<file path="config.mk">
export PLATFORM = sky130hd
export DESIGN_NAME = wport_arbiter_flat
export DESIGN_NICKNAME = d
export VERILOG_FILES = /design/src/rtl/wport_arbiter_if.sv /design/src/rtl/wport_arbiter.sv /design/src/flat_wrapper.sv
export SDC_FILE = /design/constraint.sdc
export NUM_CORES = 1
export LEC_CHECK = 0
export CAP_MARGIN = 20
export CORE_UTILIZATION = 50
export CTS_BUF_LIST = sky130_fd_sc_hd__clkbuf_4 sky130_fd_sc_hd__clkbuf_8 sky130_fd_sc_hd__clkbuf_16
export CTS_CLUSTER_DIAMETER = 30
export DETAILED_ROUTE_END_ITERATION = 8
export PLACE_DENSITY = 0.95
export SLEW_MARGIN = 10
export SYNTH_ARGS = -nofsm -noshare
export SYNTH_HDL_FRONTEND = slang
export SYNTH_SLANG_ARGS = --single-unit
</file>
<file path="constraint.sdc">
create_clock -name clk -period 8.15 [get_ports clk]
set_clock_uncertainty 0.15 [all_clocks]
set_input_delay 2.445 -clock clk [delete_from_list [all_inputs] [get_ports clk]]
set_output_delay 2.445 -clock clk [all_outputs]
set_load 0.05 [all_outputs]
</file>
<file path="src/rtl/wport_arbiter_if.sv">
// rtl/wport_arbiter_if.sv - write-port arbiter bus: WB, LLU, issue, ID read and regfile write signals
interface wport_arbiter_if #(
    parameter int DW = 32,
    parameter int AW = 5
);
    logic          pipe_we;
    logic [AW-1:0] pipe_waddr;
    logic [DW-1:0] pipe_wdata;
    logic          llu_valid;
    logic          llu_ready;
    logic [AW-1:0] llu_waddr;
    logic [DW-1:0] llu_wdata;
    logic          iss_valid;
    logic [AW-1:0] iss_waddr;
    logic          re1;
    logic          re2;
    logic [AW-1:0] raddr1;
    logic [AW-1:0] raddr2;
    logic          hazard;
    logic          stall_req;
    logic          rf_we;
    logic [AW-1:0] rf_waddr;
    logic [DW-1:0] rf_wdata;
    logic          pipe_drop;

    modport master (
        output pipe_we, pipe_waddr, pipe_wdata,
        output llu_valid, llu_waddr, llu_wdata,
        output iss_valid, iss_waddr,
        output re1, re2, raddr1, raddr2,
        input  llu_ready, hazard, stall_req,
        input  rf_we, rf_waddr, rf_wdata, pipe_drop
    );

    modport slave (
        input  pipe_we, pipe_waddr, pipe_wdata,
        input  llu_valid, llu_waddr, llu_wdata,
        input  iss_valid, iss_waddr,
        input  re1, re2, raddr1, raddr2,
        output llu_ready, hazard, stall_req,
        output rf_we, rf_waddr, rf_wdata, pipe_drop
    );
endinterface

</file>
<file path="src/rtl/wport_arbiter.sv">
// rtl/wport_arbiter.sv - regfile write-port arbiter for WB and LLU with pending scoreboard and starvation guard
// Optional WPORT_PERF_EN adds the conflict_cnt performance counter.
module wport_arbiter #(
    parameter int DW           = 32,
    parameter int AW           = 5,
    parameter int STARVE_LIMIT = 4
) (
    input  logic              clk,
    input  logic              rst,
    wport_arbiter_if.slave    bus
`ifdef WPORT_PERF_EN
    ,
    output logic [31:0]       conflict_cnt
`endif
);
    localparam int NREG = 1 << AW;
    localparam int CW   = $clog2(STARVE_LIMIT + 1);

    logic            hold_valid;
    logic [AW-1:0]   hold_waddr;
    logic [DW-1:0]   hold_wdata;
    logic [CW-1:0]   starve_cnt;
    logic            stall_r;
    logic            drop_r;
    logic [NREG-1:0] pending;
    logic [NREG-1:0] pending_nxt;

    logic pipe_slot;
    logic hold_grant;
    logic pipe_grant;
    logic llu_load;
    logic byp1;
    logic byp2;

    assign pipe_slot  = bus.pipe_we & (bus.pipe_waddr != '0);
    // The hold only beats WB when WB has nothing to write or the guard has forced a bubble.
    assign hold_grant = hold_valid & (stall_r | ~pipe_slot);
    assign pipe_grant = pipe_slot & ~hold_grant;
    assign llu_load   = bus.llu_valid & ~hold_valid;

    assign bus.llu_ready = ~hold_valid;
    assign bus.stall_req = stall_r;
    assign bus.pipe_drop = drop_r;

    always_comb begin
        bus.rf_we    = 1'b0;
        bus.rf_waddr = bus.pipe_waddr;
        bus.rf_wdata = bus.pipe_wdata;
        if (hold_grant) begin
            bus.rf_we    = ~rst & (hold_waddr != '0);
            bus.rf_waddr = hold_waddr;
            bus.rf_wdata = hold_wdata;
        end else if (pipe_grant) begin
            bus.rf_we    = ~rst;
        end
    end

    assign byp1       = hold_grant & (hold_waddr == bus.raddr1);
    assign byp2       = hold_grant & (hold_waddr == bus.raddr2);
    assign bus.hazard = ~rst & ((bus.re1 & pending[bus.raddr1] & ~byp1) |
                                (bus.re2 & pending[bus.raddr2] & ~byp2));

    // Issue set is applied after the drain clear so a same-address collision stays pending.
    always_comb begin
        pending_nxt = pending;
        if (hold_grant)
            pending_nxt[hold_waddr] = 1'b0;
        if (bus.iss_valid && bus.iss_waddr != '0)
            pending_nxt[bus.iss_waddr] = 1'b1;
    end

    always_ff @(posedge clk) begin
        if (rst) begin
            hold_valid <= 1'b0;
            hold_waddr <= '0;
            hold_wdata <= '0;
            starve_cnt <= '0;
            stall_r    <= 1'b0;
            drop_r     <= 1'b0;
            pending    <= '0;
        end else begin
            pending <= pending_nxt;
            if (hold_grant) begin
                hold_valid <= 1'b0;
                starve_cnt <= '0;
                stall_r    <= 1'b0;
                if (stall_r && pipe_slot)
                    drop_r <= 1'b1;
            end else if (hold_valid) begin
                if (starve_cnt != CW'(STARVE_LIMIT))
                    starve_cnt <= starve_cnt + 1'b1;
                if (starve_cnt >= CW'(STARVE_LIMIT - 1))
                    stall_r <= 1'b1;
            end
            if (llu_load) begin
                hold_valid <= 1'b1;
                hold_waddr <= bus.llu_waddr;
                hold_wdata <= bus.llu_wdata;
                starve_cnt <= '0;
            end
        end
    end

`ifdef WPORT_PERF_EN
    always_ff @(posedge clk) begin
        if (rst)
            conflict_cnt <= '0;
        else if (hold_valid && pipe_slot)
            conflict_cnt <= conflict_cnt + 32'd1;
    end
`endif
endmodule
</file>
<file path="src/flat_wrapper.sv">
// flat-port wrapper written by rule: the top's interface ports become plain ports
module wport_arbiter_flat 
#(
    parameter int DW           = 32,
    parameter int AW           = 5,
    parameter int STARVE_LIMIT = 4
)
  (clk, rst, bus_pipe_we, bus_pipe_waddr, bus_pipe_wdata, bus_llu_valid, bus_llu_waddr, bus_llu_wdata, bus_iss_valid, bus_iss_waddr, bus_re1, bus_re2, bus_raddr1, bus_raddr2, bus_llu_ready, bus_hazard, bus_stall_req, bus_rf_we, bus_rf_waddr, bus_rf_wdata, bus_pipe_drop);
  wport_arbiter_if #(.DW(DW), .AW(AW)) bus_i ();
  input  logic clk;
  input  logic rst;
  input wire logic [$bits(bus_i.pipe_we)-1:0] bus_pipe_we;
  input wire logic [$bits(bus_i.pipe_waddr)-1:0] bus_pipe_waddr;
  input wire logic [$bits(bus_i.pipe_wdata)-1:0] bus_pipe_wdata;
  input wire logic [$bits(bus_i.llu_valid)-1:0] bus_llu_valid;
  input wire logic [$bits(bus_i.llu_waddr)-1:0] bus_llu_waddr;
  input wire logic [$bits(bus_i.llu_wdata)-1:0] bus_llu_wdata;
  input wire logic [$bits(bus_i.iss_valid)-1:0] bus_iss_valid;
  input wire logic [$bits(bus_i.iss_waddr)-1:0] bus_iss_waddr;
  input wire logic [$bits(bus_i.re1)-1:0] bus_re1;
  input wire logic [$bits(bus_i.re2)-1:0] bus_re2;
  input wire logic [$bits(bus_i.raddr1)-1:0] bus_raddr1;
  input wire logic [$bits(bus_i.raddr2)-1:0] bus_raddr2;
  output wire logic [$bits(bus_i.llu_ready)-1:0] bus_llu_ready;
  output wire logic [$bits(bus_i.hazard)-1:0] bus_hazard;
  output wire logic [$bits(bus_i.stall_req)-1:0] bus_stall_req;
  output wire logic [$bits(bus_i.rf_we)-1:0] bus_rf_we;
  output wire logic [$bits(bus_i.rf_waddr)-1:0] bus_rf_waddr;
  output wire logic [$bits(bus_i.rf_wdata)-1:0] bus_rf_wdata;
  output wire logic [$bits(bus_i.pipe_drop)-1:0] bus_pipe_drop;
  assign bus_i.pipe_we = bus_pipe_we;
  assign bus_i.pipe_waddr = bus_pipe_waddr;
  assign bus_i.pipe_wdata = bus_pipe_wdata;
  assign bus_i.llu_valid = bus_llu_valid;
  assign bus_i.llu_waddr = bus_llu_waddr;
  assign bus_i.llu_wdata = bus_llu_wdata;
  assign bus_i.iss_valid = bus_iss_valid;
  assign bus_i.iss_waddr = bus_iss_waddr;
  assign bus_i.re1 = bus_re1;
  assign bus_i.re2 = bus_re2;
  assign bus_i.raddr1 = bus_raddr1;
  assign bus_i.raddr2 = bus_raddr2;
  assign bus_llu_ready = bus_i.llu_ready;
  assign bus_hazard = bus_i.hazard;
  assign bus_stall_req = bus_i.stall_req;
  assign bus_rf_we = bus_i.rf_we;
  assign bus_rf_waddr = bus_i.rf_waddr;
  assign bus_rf_wdata = bus_i.rf_wdata;
  assign bus_pipe_drop = bus_i.pipe_drop;
  wport_arbiter #(.DW(DW), .AW(AW), .STARVE_LIMIT(STARVE_LIMIT)) u_core (.clk(clk), .rst(rst), .bus(bus_i));
endmodule
</file>
# Yosys cells after proc, flatten, opt, wreduce, memory -nomap -nowiden
# Index checks and enable logic that the tools add are counted.
op_classes:
  addsub: 1
  magnitude_cmp: 7
  n_eq_ne: 3
  mux: 16
  bitwise: 23
  n_reduce_logical: 13
ops:
  columns: ["op", "count"]
  rows:
  - ["2-to-1 mux 32 bit", 3]
  - ["AND 32 bit", 1]
  - ["inverter 32 bit", 1]
  - ["bitwise OR 32 bit", 1]
  - ["< comparator 5 x 6 -> 1 bit (second input constant)", 4]
  - ["nonzero test 5 bit", 3]
  - ["AND 1 bit", 12]
  - ["binary-select mux 1 bit (select 5 bit)", 2]
  - ["demux 1 bit (select 5 bit)", 2]
  - ["== test 5 bit", 2]
  - ["greater-or-equal comparator 5 x 1 -> 1 bit (second input constant)", 2]
  - ["2-to-1 mux 1 bit", 8]
  - ["inverter 1 bit", 6]
  - ["AND reduction 2 bit", 3]
  - ["2-to-1 mux 5 bit", 1]
  - ["logical AND 1 bit", 4]
  - ["adder 3 x 1 -> 3 bit (second input constant)", 1]
  - ["greater-or-equal comparator 3 x 2 -> 1 bit (second input constant)", 1]
  - ["inequality test 3 bit (second input constant)", 1]
  - ["OR reduction 3 bit", 1]
  - ["bitwise OR 1 bit", 2]
  - ["nonzero test 2 bit", 1]
  - ["OR reduction 2 bit", 1]
totals:
  reg_bits: 75
  input_bits: 96
  out_inout_bits: 42

# Depth between registers and ports, before layout
depth:
  ltp_word: 10
  depth_mapped: 6
  depth_no_buf: 6

# Worst setup path after synthesis
# OpenSTA, ideal clock, no wires.
synth_timing:
  path_type: "input to output"
  start: "input port bus_raddr2[0]"
  end: "output port bus_hazard"
  t_arrival_ps: 4137
  setup_slack_ps: 1418
  cell_stages: 6
  n_path_buf: 1
  path_cell_list: "buf_6 > mux4_1 > mux2_2 > nor2_1 > o32a_1 > o32ai_2"
synth_between:
  elab_chain_len: 6
  word_cells_on_any_way: 9
  cone_classes: "eq/ne (1); mux (2); bitwise (6)"
synth_lines:
  columns: ["element", "line", "source"]
  rows:
  - ["from (decl)", "flat_wrapper.sv:23", "input wire logic [$bits(bus_i.raddr2)-1:0] bus_raddr2;"]
  - ["binary-select mux 1 bit (select 5 bit) / == test 5 bit (equally long branches)", "wport_arbiter.sv:61, wport_arbiter.sv:59", null]
  - ["2-to-1 mux 1 bit (not written as such) / AND 1 bit (equally long branches)", "wport_arbiter.sv:61, wport_arbiter.sv:59", null]
  - ["AND 1 bit / inverter 1 bit (equally long branches)", "wport_arbiter.sv:61", "(bus.re2 & pending[bus.raddr2] & ~byp2));"]
  - ["AND 1 bit (*)", "wport_arbiter.sv:61", null]
  - ["bitwise OR 1 bit (*)", "wport_arbiter.sv:60", "assign bus.hazard = ~rst & ((bus.re1 & pending[bus.raddr1] & ~byp1) |"]
  - ["AND 1 bit (*)", "wport_arbiter.sv:60", null]
  - ["to (decl)", "flat_wrapper.sv:25", "output wire logic [$bits(bus_i.hazard)-1:0] bus_hazard;"]
# Mark *: on every way between the ends. The rest lies on a longest branch, timed or not. The select of a mux whose other input is x is not followed.

# Worst setup path in the final report
layout_timing:
  start: "input port bus_raddr1[0]"
  end: "output port bus_hazard"
layout_between:
  elab_chain_len: 6
  word_cells_on_any_way: 9
  cone_classes: "eq/ne (1); mux (2); bitwise (6)"
layout_lines:
  columns: ["element", "line", "source"]
  rows:
  - ["from (decl)", "flat_wrapper.sv:22", "input wire logic [$bits(bus_i.raddr1)-1:0] bus_raddr1;"]
  - ["binary-select mux 1 bit (select 5 bit) / == test 5 bit (equally long branches)", "wport_arbiter.sv:60, wport_arbiter.sv:58", null]
  - ["2-to-1 mux 1 bit (not written as such) / AND 1 bit (equally long branches)", "wport_arbiter.sv:60, wport_arbiter.sv:58", null]
  - ["AND 1 bit / inverter 1 bit (equally long branches)", "wport_arbiter.sv:60", null]
  - ["AND 1 bit (*)", "wport_arbiter.sv:60", null]
  - ["bitwise OR 1 bit (*)", "wport_arbiter.sv:60", null]
  - ["AND 1 bit (*)", "wport_arbiter.sv:60", null]
# Marked as above.

==> flow_summary.yaml <==
logic_synthesis:
  syn_area_sq_mm: 0.00409
  yosysTopAreaCellShare_pct: 36.7
  yosysWarningCount: 0
  syn-instance-count: 557
  synth.most_common_cell: "nand2_1"
  muxShareOfSynthArea_pct: 11.1
  ys_types: 42
  synth_top_cell_by_area: "dfxtp_1"
  synth_fa_ha_area_share_pct: 0.918
  synth_common_cells: "nand2_1, dfxtp_1, a21oi_1"
  ys_ff_latch: 75
  synth_xor_area_share_pct: 2.36
  synth_top_family_by_area: "simple AND/OR/NAND/NOR gates"
  synthFlopType: "dfxtp_1"
  synth-edff-count: 0
  avgSynthCellArea_sq_um: 7.34
  synthArstFlopShare_pct: 0
  synth_nets: 656
  seq_area_frac_synth_pct: 36.7
  synth-compound-area-share_pct: 15.9
  synthSimpleGateAreaFrac_pct: 28.0
  yosys-top-cells-area: "dfxtp_1, nand2_1, a21oi_1"
floorplan:
  io_pins: 138
  start_util_pct: 52.4
  fp.dieH_microns: 92.4
  dieWidth_microns: 92.4
  die_area_sq_mm: 0.00854
  fp.coreArea_sq_mm: 0.00781
  row_count: 32
pwr:
  total_power_uw: 973
  pwr-share-comb_pct: 29.2
  p_int_uw: 670
  vdd_drop_max_uv: 108
  power_density_mw_per_mm2: 161
  switching_power_uw: 303
  pwr-share-clk_pct: 30.3
  pwr-share-seq_pct: 40.5
  swShare_pct: 31.2
  p_leak_uw: 0.00245
clock_network:
  cts_buffers: 9
  clkSinkCount: 75
  hold_buffers: 0
  clk_path_buf_depth: 2
  htree_levels: 3
  cts_tree: "yes"
  clock_latency_ns: 0.35
  cts_setup_buffers: 0
  cts_resized: 0
  path_clk_slew_ns: 0.08
  cts_root_buf: "clkbuf_8"
grt:
  antenna_found_initial: 0
  grt.overflow.total: 0
  grt_pass1_wl_mm: 22.3
  grt_usage_pct: 33.8
  grt_pass1_vias: 4461
  grt_max_degree: 74
routing:
  drc: 0
  dr_total_vias: 4565
  drt-initial-drc-count: 544
  routed_via_density: 5.88
  wl_met1_mm: 5.28
  drt-total-wl_mm: 14.1
  dr_wl_met3_mm: 1.49
  drtAntennaViolNets: 0
  post_drt_wl_per_cell_microns: 18.1
  highest_layer: "met4"
  wl_met2_mm: 6.64
  dr.pass1.iters: 6
run_status:
  status: "finished, final reports clean"
timing:
  final_hold_viol_count: 0
  max_freq_mhz: 128
  worst_slew_pin_slew_ns: 0.871
  final-max-slew-violation-count: 0
  setup_viol: 0
  finalCritPeriodShare_pct: 95.9
  rsz0062_at_grt: "no"
  fin_crit_ns: 7.82
  slew_headroom_pct: 41.7
  setup_tns_ns: 0
setup_path:
  critPathTopFamily: "buffers and inverters"
  critPathMaxStageDelay_ns: 0.72
  crit_path_start: "bus_raddr1[0]"
  cp.depth: 8
  r2r_cells: 6
  reg2reg_from: "u_core.hold_valid"
  cp_max_fo: 8
  worstPathRequired_ns: 5.56
  crit_arrival_ns: 5.22
  slowest_stage: "clkdlybuf4s50_1"
  cp_common_cell: "clkdlybuf4s50_1"
  cp_cell_sequence: "clkdlybuf4s50_1 > buf_4 > mux4_1 > mux2i_1 > nor2_1 > a311oi_1 > o32ai_2 > clkdlybuf4s50_1"
  cp-start-kind: "input port"
  end_kind: "output pin"
  critical_path_class: "in2out"
  path_buf_inv: 3
worst_hold_path:
  hold-path-cell-count: 2
  hp-class: "reg2reg"
  min-delay-start: "u_core.hold_wdata[27]"
final_layout:
  syn2layout_area_growth_pct: 47.6
  final_nets: 770
  drive_gt1_share_pct: 10.8
  num_antenna_cells: 0
placed_design:
  hpwlAfterDp_mm: 10.3
  gp_congestion: 0.890
  io_buffers: 137
run:
  drv_cap: 0
## registers in the layout, indices dropped and copies added, names as in the netlist
register	flops
u_core.bus.pipe_drop	1
u_core.bus.stall_req	1
u_core.hold_waddr	5
u_core.hold_valid	1
u_core.pending	32
u_core.hold_wdata	32
u_core.starve_cnt	3
## layer usage
layer / vias to the layer above / GRT usage, %
li1: 2092 / -
met1: 2099 / 42.5
met3: 67 / 6.98
met5: - / 0
met2: 307 / 54.6
met4: 0 / 17.7
## placed cells by master (no fill, tap or decap), types with 7 or more instances in the layout
| cell type | count |
|---|---|
| a21oi_1 | 72 |
| buf_12 | 37 |
| buf_4 | 8 |
| clkbuf_8 | 10 |
| clkdlybuf4s50_1 | 98 |
| dfxtp_1 | 75 |
| mux4_1 | 11 |
| nand2_1 | 226 |
| nand3_1 | 7 |
| nor2_1 | 17 |
| o21ai_0 | 33 |
## worst register-to-register path, cell delays in order (launching register included)
cell and delay [ns]:
dfxtp_1 0.46, nor3b_1 0.44, a211o_1 0.28, buf_4 0.32, nand4b_1 0.21, o21ai_0 0.27
a21oi_1 0.10
## worst paths after layout
kind / slack, ns / end
max reg2reg: 5.77 / u_core.pending[24]
min reg2reg: 0.31 / u_core.hold_wdata[27]
max: 0.33 / bus_hazard
min: 0.31 / u_core.hold_wdata[27]
## cell type report
type / instances / area [sq um]
Multi-Input combinational cell: 435 / 2400
Tap cell: 102 / 128
Fill cell: 484 / 1770
Sequential cell: 75 / 1500
Clock inverter: 3 / 47.5
Timing Repair Buffer: 144 / 1790
Clock buffer: 12 / 153
Inverter: 6 / 22.5
## logic make-up (layout without fill, tap and decap cells)
family                     count (synthesis)  count (layout)
AOI/OAI and AO/OA                        119             119
and+or+nand+nor                          281             281
adders and majority gates                  3               3
DFF                                       75              75
xor gates and xnor gates                  11              11
muxes                                     21              21
buffers and inverters                     47             165
## metrics by stage
stage | cells | utilization [%] | area (sq um) | worst slack [ns] | hold WS (ns)
floorplan | 557 | - | 4090 | 1.42 | 0.287
global placement | 762 | 74.7 | 5840 | 0.446 | 0.293
detailed placement | 762 | 74.7 | 5840 | 0.366 | 0.299
CTS | 777 | 77.3 | 6040 | 0.349 | 0.310
global route | 777 | 77.3 | 6040 | 0.251 | 0.331
finish | 777 | 77.3 | 6040 | 0.334 | 0.312
## power groups by stage
stage	Combinational (uW)	Sequential (uW)	Clock [uW]
4_1_cts	283	393	293
5_1_grt	299	396	311
2_1_floorplan	143	394	0
3_5_place_dp	281	401	0
6_report	284	394	295
3_3_place_gp	275	400	0
Power figures use the tool's default switching activity.
